**config.mk**
```make
export PLATFORM = sky130hd
export DESIGN_NAME = transposer_arbiter
export DESIGN_NICKNAME = d
export VERILOG_FILES = /design/src/rtl/transposer_arbiter.sv
export SDC_FILE = /design/constraint.sdc
export NUM_CORES = 1
export LEC_CHECK = 0
export ABC_AREA = 1
export BUFFER_PORTS_ARGS = -buffer_cell sky130_fd_sc_hd__buf_2
export CAP_MARGIN = 20
export CORE_MARGIN = 2
export CORE_UTILIZATION = 33
export DETAILED_ROUTE_END_ITERATION = 6
export GPL_TIMING_DRIVEN = 1
export PLACE_DENSITY = 0.79
export SLEW_MARGIN = 0
export SYNTH_ARGS = -nofsm -noshare
export SYNTH_HDL_FRONTEND = slang
export SYNTH_SLANG_ARGS = --single-unit
```
**constraint.sdc**
```tcl
create_clock -name clk -period 2.23 [get_ports clk]
set_clock_uncertainty 0.1 [all_clocks]
set_input_delay 0.1115 -clock clk [delete_from_list [all_inputs] [get_ports clk]]
set_output_delay 0.1115 -clock clk [all_outputs]
set_load 0.01 [all_outputs]
```
**src/rtl/transposer_arbiter.sv**
```systemverilog
// ---------------------------------------------------------------------------
// transposer_arbiter
//
// Purpose:
//   Shares one matrix_transposer between two requesters, one whole matrix
//   (BEATS rows) at a time. Grants are round-robin and beats of different
//   matrices are never interleaved. The owner of every granted matrix is
//   queued in a small tag FIFO so that the transposed rows coming back
//   from the transposer are steered to the right output port.
//
// Parameters:
//   DATA_W    - row width in bits
//   BEATS     - rows per matrix
//   TAG_DEPTH - matrices granted but not yet fully returned
//
// Ports:
//   clk, rst                 - clock (rising edge), async active-high reset
//   r0_*/r1_*                - requester row streams (data/valid/ready)
//   m_data/m_valid/m_ready   - row stream into the transposer
//   m2f_data/m2f_valid       - transposed rows from the transposer
//   f2m_ready                - arbiter accepts a transposed row
//   o0_*/o1_*                - transposed rows to each owner
//   stat0/stat1              - completed-grant counters (optional)
//
// Configuration:
//   TRANSPOSER_ARB_STATS_EN  - when defined, adds the stat0/stat1 saturating
//                              16-bit grant counters and their ports.
// ---------------------------------------------------------------------------
module transposer_arbiter #(
    parameter int DATA_W    = 32,
    parameter int BEATS     = 4,
    parameter int TAG_DEPTH = 4
) (
    input  logic              clk,
    input  logic              rst,
    input  logic [DATA_W-1:0] r0_data,
    input  logic              r0_valid,
    output logic              r0_ready,
    input  logic [DATA_W-1:0] r1_data,
    input  logic              r1_valid,
    output logic              r1_ready,
    output logic [DATA_W-1:0] m_data,
    output logic              m_valid,
    input  logic              m_ready,
    input  logic [DATA_W-1:0] m2f_data,
    input  logic              m2f_valid,
    output logic              f2m_ready,
    output logic [DATA_W-1:0] o0_data,
    output logic              o0_valid,
    input  logic              o0_ready,
    output logic [DATA_W-1:0] o1_data,
    output logic              o1_valid,
    input  logic              o1_ready
`ifdef TRANSPOSER_ARB_STATS_EN
    ,
    output logic [15:0]       stat0,
    output logic [15:0]       stat1
`endif
);

    localparam int CNT_W  = (BEATS > 1) ? $clog2(BEATS) : 1;
    localparam int PTR_W  = (TAG_DEPTH > 1) ? $clog2(TAG_DEPTH) : 1;
    localparam int FCNT_W = $clog2(TAG_DEPTH + 1);

    localparam logic [CNT_W-1:0]  LAST_BEAT = CNT_W'(BEATS - 1);
    localparam logic [PTR_W-1:0]  LAST_PTR  = PTR_W'(TAG_DEPTH - 1);
    localparam logic [FCNT_W-1:0] FULL_CNT  = FCNT_W'(TAG_DEPTH);

    typedef enum logic {
        IDLE,
        BUSY
    } state_t;

    state_t            state_q, state_d;
    logic              owner_q, owner_d;
    logic              rrPtr_q, rrPtr_d;
    logic [CNT_W-1:0]  inCnt_q, inCnt_d;
    logic [CNT_W-1:0]  outCnt_q, outCnt_d;

    logic              tagMem_q [TAG_DEPTH];
    logic [PTR_W-1:0]  wrPtr_q, rdPtr_q;
    logic [FCNT_W-1:0] tagCnt_q;

    logic              tagPush, tagPop, tagFull, tagEmpty, tagHead;
    logic              mValid, r0Ready, r1Ready;
    logic              f2mReady, o0Valid, o1Valid;

    assign tagFull  = (tagCnt_q == FULL_CNT);
    assign tagEmpty = (tagCnt_q == '0);
    assign tagHead  = tagMem_q[rdPtr_q];

    // Input side: pick an owner in IDLE, then pass that owner's beats
    // straight through to the transposer until the last beat is accepted.
    // A full tag FIFO only holds off new grants; a matrix already in
    // BUSY always runs to completion.
    always_comb begin
        state_d = state_q;
        owner_d = owner_q;
        rrPtr_d = rrPtr_q;
        inCnt_d = inCnt_q;
        tagPush = 1'b0;
        mValid  = 1'b0;
        r0Ready = 1'b0;
        r1Ready = 1'b0;
        unique case (state_q)
            IDLE: begin
                if ((r0_valid || r1_valid) && !tagFull) begin
                    state_d = BUSY;
                    // Only when both ask does the round-robin pointer matter.
                    owner_d = (r0_valid && r1_valid) ? rrPtr_q : r1_valid;
                end
            end
            BUSY: begin
                mValid = owner_q ? r1_valid : r0_valid;
                if (owner_q) begin
                    r1Ready = m_ready;
                end else begin
                    r0Ready = m_ready;
                end
                if (mValid && m_ready) begin
                    if (inCnt_q == LAST_BEAT) begin
                        tagPush = 1'b1;
                        rrPtr_d = ~owner_q;
                        inCnt_d = '0;
                        state_d = IDLE;
                    end else begin
                        inCnt_d = inCnt_q + 1'b1;
                    end
                end
            end
            default: state_d = IDLE;
        endcase
    end

    assign m_data = owner_q ? r1_data : r0_data;

    // Return side: the tag at the FIFO head names the owner of the rows
    // currently leaving the transposer. With no tag the row is simply not
    // accepted, so the transposer keeps holding it.
    always_comb begin
        f2mReady = 1'b0;
        o0Valid  = 1'b0;
        o1Valid  = 1'b0;
        outCnt_d = outCnt_q;
        tagPop   = 1'b0;
        if (!tagEmpty) begin
            if (tagHead) begin
                o1Valid  = m2f_valid;
                f2mReady = o1_ready;
            end else begin
                o0Valid  = m2f_valid;
                f2mReady = o0_ready;
            end
            if (m2f_valid && f2mReady) begin
                if (outCnt_q == LAST_BEAT) begin
                    outCnt_d = '0;
                    tagPop   = 1'b1;
                end else begin
                    outCnt_d = outCnt_q + 1'b1;
                end
            end
        end
    end

    assign o0_data = m2f_data;
    assign o1_data = m2f_data;

    // Handshake outputs are forced low for the whole time reset is high,
    // independent of the inputs, so neighbours see a quiet interface.
    assign m_valid   = mValid   && !rst;
    assign r0_ready  = r0Ready  && !rst;
    assign r1_ready  = r1Ready  && !rst;
    assign f2m_ready = f2mReady && !rst;
    assign o0_valid  = o0Valid  && !rst;
    assign o1_valid  = o1Valid  && !rst;

    // Control state: FSM, owner, round-robin pointer and both beat counters.
    always_ff @(posedge clk or posedge rst) begin
        if (rst) begin
            state_q  <= IDLE;
            owner_q  <= 1'b0;
            rrPtr_q  <= 1'b0;
            inCnt_q  <= '0;
            outCnt_q <= '0;
        end else begin
            state_q  <= state_d;
            owner_q  <= owner_d;
            rrPtr_q  <= rrPtr_d;
            inCnt_q  <= inCnt_d;
            outCnt_q <= outCnt_d;
        end
    end

    // Tag FIFO of owner IDs. A simultaneous push and pop leaves the count
    // unchanged while both pointers move on.
    always_ff @(posedge clk or posedge rst) begin
        if (rst) begin
            for (int i = 0; i < TAG_DEPTH; i++) begin
                tagMem_q[i] <= 1'b0;
            end
            wrPtr_q  <= '0;
            rdPtr_q  <= '0;
            tagCnt_q <= '0;
        end else begin
            if (tagPush) begin
                tagMem_q[wrPtr_q] <= owner_q;
                wrPtr_q <= (wrPtr_q == LAST_PTR) ? '0 : wrPtr_q + 1'b1;
            end
            if (tagPop) begin
                rdPtr_q <= (rdPtr_q == LAST_PTR) ? '0 : rdPtr_q + 1'b1;
            end
            case ({tagPush, tagPop})
                2'b10:   tagCnt_q <= tagCnt_q + 1'b1;
                2'b01:   tagCnt_q <= tagCnt_q - 1'b1;
                default: tagCnt_q <= tagCnt_q;
            endcase
        end
    end

`ifdef TRANSPOSER_ARB_STATS_EN
    logic [15:0] stat0_q, stat1_q;

    // Completed-grant counters, bumped on each requester's last input beat
    // and saturating rather than wrapping.
    always_ff @(posedge clk or posedge rst) begin
        if (rst) begin
            stat0_q <= '0;
            stat1_q <= '0;
        end else if (tagPush) begin
            if (!owner_q && stat0_q != 16'hFFFF) begin
                stat0_q <= stat0_q + 16'd1;
            end
            if (owner_q && stat1_q != 16'hFFFF) begin
                stat1_q <= stat1_q + 16'd1;
            end
        end
    end

    assign stat0 = stat0_q;
    assign stat1 = stat1_q;
`else
    // Statistics disabled: no counters and no stat ports.
`endif

endmodule

```
# Yosys cells after proc, flatten, opt, wreduce, memory -nomap -nowiden
# Cells that the tools add are included.
# totals
ff_bits,18
inputBits,104
out_inout_bits,102
# op_classes
n_eq_ne,7
reduce_logical,20
n_bitwise,5
add_sub_neg,6
order_cmp,3
n_mux,36
# ops
op,n
$mux W32,1
$mux W1,26
$logic_and A1 B1 Y1,11
$eq A2 B2 Y1 const B,5
$add A2 B1 Y2 const B,4
$mux W2,4
$ge A3 B3 Y1 const B,2
$not A2 Y3,2
$pmux W3 S2,1
$reduce_and A2 Y1,3
$bwmux W4,1
$add A3 B1 Y3 const B,1
$eq A3 B3 Y1 const B,1
$logic_not A3 Y1,1
$lt A3 B1 Y1 const B,1
$not A1 Y1,3
$reduce_and A3 Y1,1
$sub A3 B1 Y3 const B,1
$bmux W1 S2,1
$demux W1 S2,1
$eq A2 B1 Y1 const B,1
$logic_not A1 Y1,2
$pmux W1 S2,1
$reduce_bool A2 Y1,1
$logic_or A1 B1 Y1,1

# Longest topological paths before layout
# depth
word_depth,11
depth_mapped,15
mapped_depth_nobuf,15

# Least setup slack after synthesis
# No wires, ideal clock.
# synth_path
path_type,register to register
startpoint,reg rdPtr_q[0]
endpoint,reg tagCnt_q[2]
slack_ns,0.023
t_required_ns,1.999
setup_ns,0.131
t_arrival_ns,1.976
stages_incl_launch_ff,16
path_buffers,0
cell_sequence,dfrtp_1 inv_2 nand2_1 nand2_1 nand2_2 nand2_2 nor2_4 nor2_8 nand3_2 inv_1 ha_1 inv_1 fa_1 a21oi_1 o21ai_0 xor2_1
# synth_between
elab_chain_len,11
word_cells_on_any_way,13
# synth_rtl
item,line_no,source
start: declaration,81,"logic [PTR_W-1:0] wrPtr_q, rdPtr_q;"
start signal: assignment,210,rdPtr_q <= (rdPtr_q == LAST_PTR) ? '0 : rdPtr_q + 1'b1;
$not A2 Y3 (implied by the code) *,90,assign tagHead = tagMem_q[rdPtr_q];
$bmux W1 S2 *,90,
$mux W1 (implied by the code) * (2 in series),90,
$mux W1 *,147,if (tagHead) begin
$mux W1 *,146,if (!tagEmpty) begin
$logic_and A1 B1 Y1 *,154,if (m2f_valid && f2mReady) begin
$mux W1 *,154,
$mux W1 *,146,
net tagPop,84,"logic tagPush, tagPop, tagFull, tagEmpty, tagHead;"
$eq A2 B1 Y1 or $eq A2 B2 Y1 (tied branches),212,"case ({tagPush, tagPop})"
$pmux W3 S2 or $reduce_bool A2 Y1 (tied branches),n/a,
end signal: assignment,213,2'b10: tagCnt_q <= tagCnt_q + 1'b1;
end signal: assignment,214,2'b01: tagCnt_q <= tagCnt_q - 1'b1;
end signal: assignment,215,default: tagCnt_q <= tagCnt_q;
end: declaration,82,logic [FCNT_W-1:0] tagCnt_q;
# The timed path passes the listed nets; every way through them passes the cells marked *. The select of a mux whose other input is x is not followed.
# A chain may end at the register's enable or synchronous reset.

# Final worst setup path
# layout_path
startpoint,reg rdPtr_q[0]
endpoint,reg rdPtr_q[0]
# layout_between
elab_chain_len,9
word_cells_on_any_way,12
# layout_rtl
item,line_no
$not A2 Y3 (implied by the code),90
$bmux W1 S2,90
$mux W1 (implied by the code) (2 in series),90
$mux W1,147
$mux W1,146
$logic_and A1 B1 Y1,154
$mux W1,154
$mux W1,146
# Several ways; a longest one is shown, not always the timed one. The select of a mux whose other input is x is not followed.

==> impl_results.md <==
* Final core utilization at 39.5%
* Detailed Route Iter0 Violations at 95
* Port bufs at 109
* Part of the power in combinational logic at 68.8%
* Hold_sp: r1_valid
* Startpoint-to-endpoint class of the critical path: reg -> reg
* Clock transition at path regs at 0.07 ns
* Cell depth of the worst min-delay path at 3
* Maximum cell stage delay along the critical path at 0.42 ns
* Multi-input logic area at 1000 um2
* Core ar. at 5920 um2
* Area growth syn-to-layout at 16.4%
* Critical Path Fanout Max at 5
* Htree depth at 1
* Launch point of the worst reg-to-reg path: rdPtr_q[0]$_DFFE_PP0P_
* Part of the total power dissipated in the clock network at 8.7%
* Ratio of cells with drive above 1 in the final layout at 46.3%
* Syn nets at 406
* Post-Syn Instances at 293
* Switching share of power at 49.4%
* Fin. Hold Viols at 0
* Antenna diode count at 0
* Pin slew with the least headroom to its limit at 0.396 ns
* Clock sinks at 18
* Upper clock frequency limit at 0.449 GHz
* Status: finished clean
* FF-to-FF path depth at 16
* Total of fill cells in the finished design at 604
* Required time at the worst-slack endpoint at 2.27 ns
* Reg-to-reg critical path endpoint: rdPtr_q[0]$_DFFE_PP0P_
* Pin count of the biggest net entering global routing at 38
* Seq. cell area at 452 um2
* Setup slack of the most critical reg-to-reg path at 0.005 ns
* Number of global-route vias before repair at 1,641
* Routability cong. at 0.836
* Area of the die at 6730 um2
* Std cell rows at 28
* DRC Markers at 0
* Post-synth top area cell: sky130_fd_sc_hd__buf_4
* Syn. warnings at 0
* Arrival time worst endpoint at 2.26 ns
* Wirelength, routed at 4.86 mm
* Tightest Hold Check Type: in -> reg
* Worst vdd ir at 0.564 mV
* Endpoint, Worst Hold: owner_q$_DFFE_PP0P_
* Number of optimization iterations in the first detailed-route pass at 4
* Min setup slack post-route at 0.00507 ns
* Count of nets left with antenna violations after detail routing at 0
* Family with the most delay on the worst path: buffers and inverters
* Clock network latency to the later pin of the worst-skew pair at 0.25 ns
* Total buffers and inverters traversed by the critical path at 8
* RSZ-0062 raised after global routing: yes
* Synth top area share at 23.9%
* Post-synthesis cell type count at 31
* Die X at 82.1 um
* Total via count after detailed routing at 1,904
* Total setup violations reported at the end of the flow at 0
* Number of max-slew violations in the final report at 0
* Max_cap viols at 0
* Most common cell after layout, fill and taps aside: sky130_fd_sc_hd__nand2_1
* Ports placed on the boundary at 206
* Top cells by area in the synthesized netlist: sky130_fd_sc_hd__buf_4, sky130_fd_sc_hd__nand2_1, sky130_fd_sc_hd__dfrtp_1
* Cell internal power dissipation at 1.32 mW
* Sequential fraction of the synthesis area at 22.4%
* HPWL after DPL at 3.72 mm
* Floorplan die height at 82.1 um
* Total GRT Usage at 13.1%
* Max clock buf depth at 2
* Global-route congestion overflow total at 0
* Switching power of the nets at 1.29 mW
* Net count reported at finish at 465
* CP dominant cell by count: sky130_fd_sc_hd__buf_4
* Nature of the critical path endpoint: register
* Crit path cell chain: inv_2, nand2_2, nand3_2, nand3_1, nand2_2, nor2_8, nand3_4, buf_4, buf_4, buf_4, buf_4, buf_4, buf_4, buf_4, nand2_1, nand2_1
* Total CTS buffers at 3
* Post-detailed-route wirelength per cell at 11.4 um
* Part of the total power dissipated in sequential elements at 22.6%
* Place WS at -0.0917 ns
* FF+latch count, synth at 18
* Starting utilization of the core area at 34.0%
* Critical Path Slowest Stage Cell: sky130_fd_sc_hd__dfrtp_2
* Pwr/cell area at 1120 nW/um2
* First-pass GRT wire length at 6.99 mm
* Post-Syn Area at 2010 um2
* Standby leakage power at 1.43 nW
* Tcrit/Tclk final at 99.8%
* Commonest cells after routing, fill and taps aside: sky130_fd_sc_hd__nand2_1, sky130_fd_sc_hd__buf_2, sky130_fd_sc_hd__dfrtp_1, sky130_fd_sc_hd__buf_4, sky130_fd_sc_hd__inv_1
* Number of antenna violations at the first check in global routing at 0
* Nature of the critical path startpoint: register
* Post-Synthesis Mean Instance Area at 6.86 um2
* Clock root buffer: sky130_fd_sc_hd__clkbuf_8
* Vias/cell at 4.48
* Tmin final at 2.22 ns
* Clock tree from TritonCTS: done
* Slew HR at 73.6%
## tightest hold or removal path, cell delays in order
cell and delay, ns:
sky130_fd_sc_hd__buf_2 0.11, sky130_fd_sc_hd__o21ai_0 0.07, sky130_fd_sc_hd__o31ai_1 0.07
## what timing repair did
| action | 4_1_cts | 5_1_grt |
|---|---|---|
| setup buffers | 7 | 3 |
| cloned | 0 | 0 |
| pin swaps | 3 | 8 |
| resized for setup | 7 | 8 |
| setup endpoints to repair | 1 | 4 |
| hold buffers | 1 | 0 |
| hold endpoints to repair | 8 | 0 |
## cells by family (layout without fill, tap and decap cells)
kind of cell | after synthesis | after routing | synth area share [%]
AND/OR/NAND/NOR | 154 | 154 | 34.5
buffers and inverters | 90 | 147 | 29.7
flip-flops | 18 | 18 | 22.4
AO/OA/AOI/OAI | 19 | 19 | 5.72
XOR/XNOR | 2 | 2 | 0.871
adder cells (fa/ha/maj) | 9 | 9 | 5.97
multiplexers | 1 | 1 | 0.747
## per-layer routing
| metal | track usage (%) | wire length (um) | vias up |
|---|---|---|---|
| met2 | 22.0 | 2410 | 96 |
| li1 | - | - | 951 |
| met4 | 6.83 | 179 | 0 |
| met3 | 4.51 | 449 | 28 |
| met1 | 14.6 | 1820 | 829 |
| met5 | 0 | 0 | - |
## state kept, by name (all words and copies together) (netlist names)
name	count
inCnt_q	2
outCnt_q	2
owner_q	1
rdPtr_q	2
rrPtr_q	1
state_q	1
tagCnt_q	3
tagMem_q	4
wrPtr_q	2
## layout make-up
| cell class | instances | area share (%) |
|---|---|---|
| clock buffer | 3 | 1.76 |
| multi-input combinational | 185 | 42.9 |
| sequential | 18 | 19.3 |
| timing repair buffer | 126 | 28.9 |
| inverter | 18 | 3.21 |
| tap | 75 | 4.01 |
## worst max path at each step
stage	cells past startpoint	slack [ns]	startpoint	to
finish	16	0.005	rdPtr_q[0]$_DFFE_PP0P_	rdPtr_q[0]$_DFFE_PP0P_
CTS	15	0.001	rdPtr_q[0]$_DFFE_PP0P_	tagCnt_q[2]$_DFFE_PP0P_
floorplan	15	0.02	rdPtr_q[0]$_DFFE_PP0P_	tagCnt_q[2]$_DFFE_PP0P_
global placement	15	0.05	rdPtr_q[0]$_DFFE_PP0P_	tagCnt_q[2]$_DFFE_PP0P_
global route	14	-0.11	rdPtr_q[0]$_DFFE_PP0P_	tagCnt_q[2]$_DFFE_PP0P_
detailed placement	15	-0.09	rdPtr_q[0]$_DFFE_PP0P_	tagCnt_q[2]$_DFFE_PP0P_
## metrics by stage
step                      power [mW]  std cells  cell area, um2  hold WS (ns)  TNS [ns]
after floorplan                 1.84        293            2010       -0.0332         0
after global placement          2.20        411            2170        0.0329         0
after detailed placement        2.28        411            2170        0.0462   -0.0917
after CTS                       2.55        422            2290        0.0421         0
after global routing            2.89        425            2340        0.0749    -0.279
final                           2.61        425            2340        0.0517         0
## cells in the mapped netlist, drive strengths merged
cell / number
inv: 18
nand3: 9
nor2: 7
dfrtp: 18
o21ai: 15
clkbuf: 3
nand2: 131
nor3: 3
or2: 2
xnor2: 1
o31ai: 1
buf: 69
o21a: 1
fa: 1
xor2: 1
ha: 8
mux2: 1
a21oi: 2
nand4: 2
## power groups by stage
stage	sequential, mW	clock [mW]	combinational [mW]
floorplan	0.564	0	1.28
global placement	0.577	0	1.63
detailed placement	0.593	0	1.68
CTS	0.588	0.234	1.73
global route	0.609	0.243	2.04
finish	0.590	0.226	1.80
Note: power is estimated with default switching activity, not from simulation.
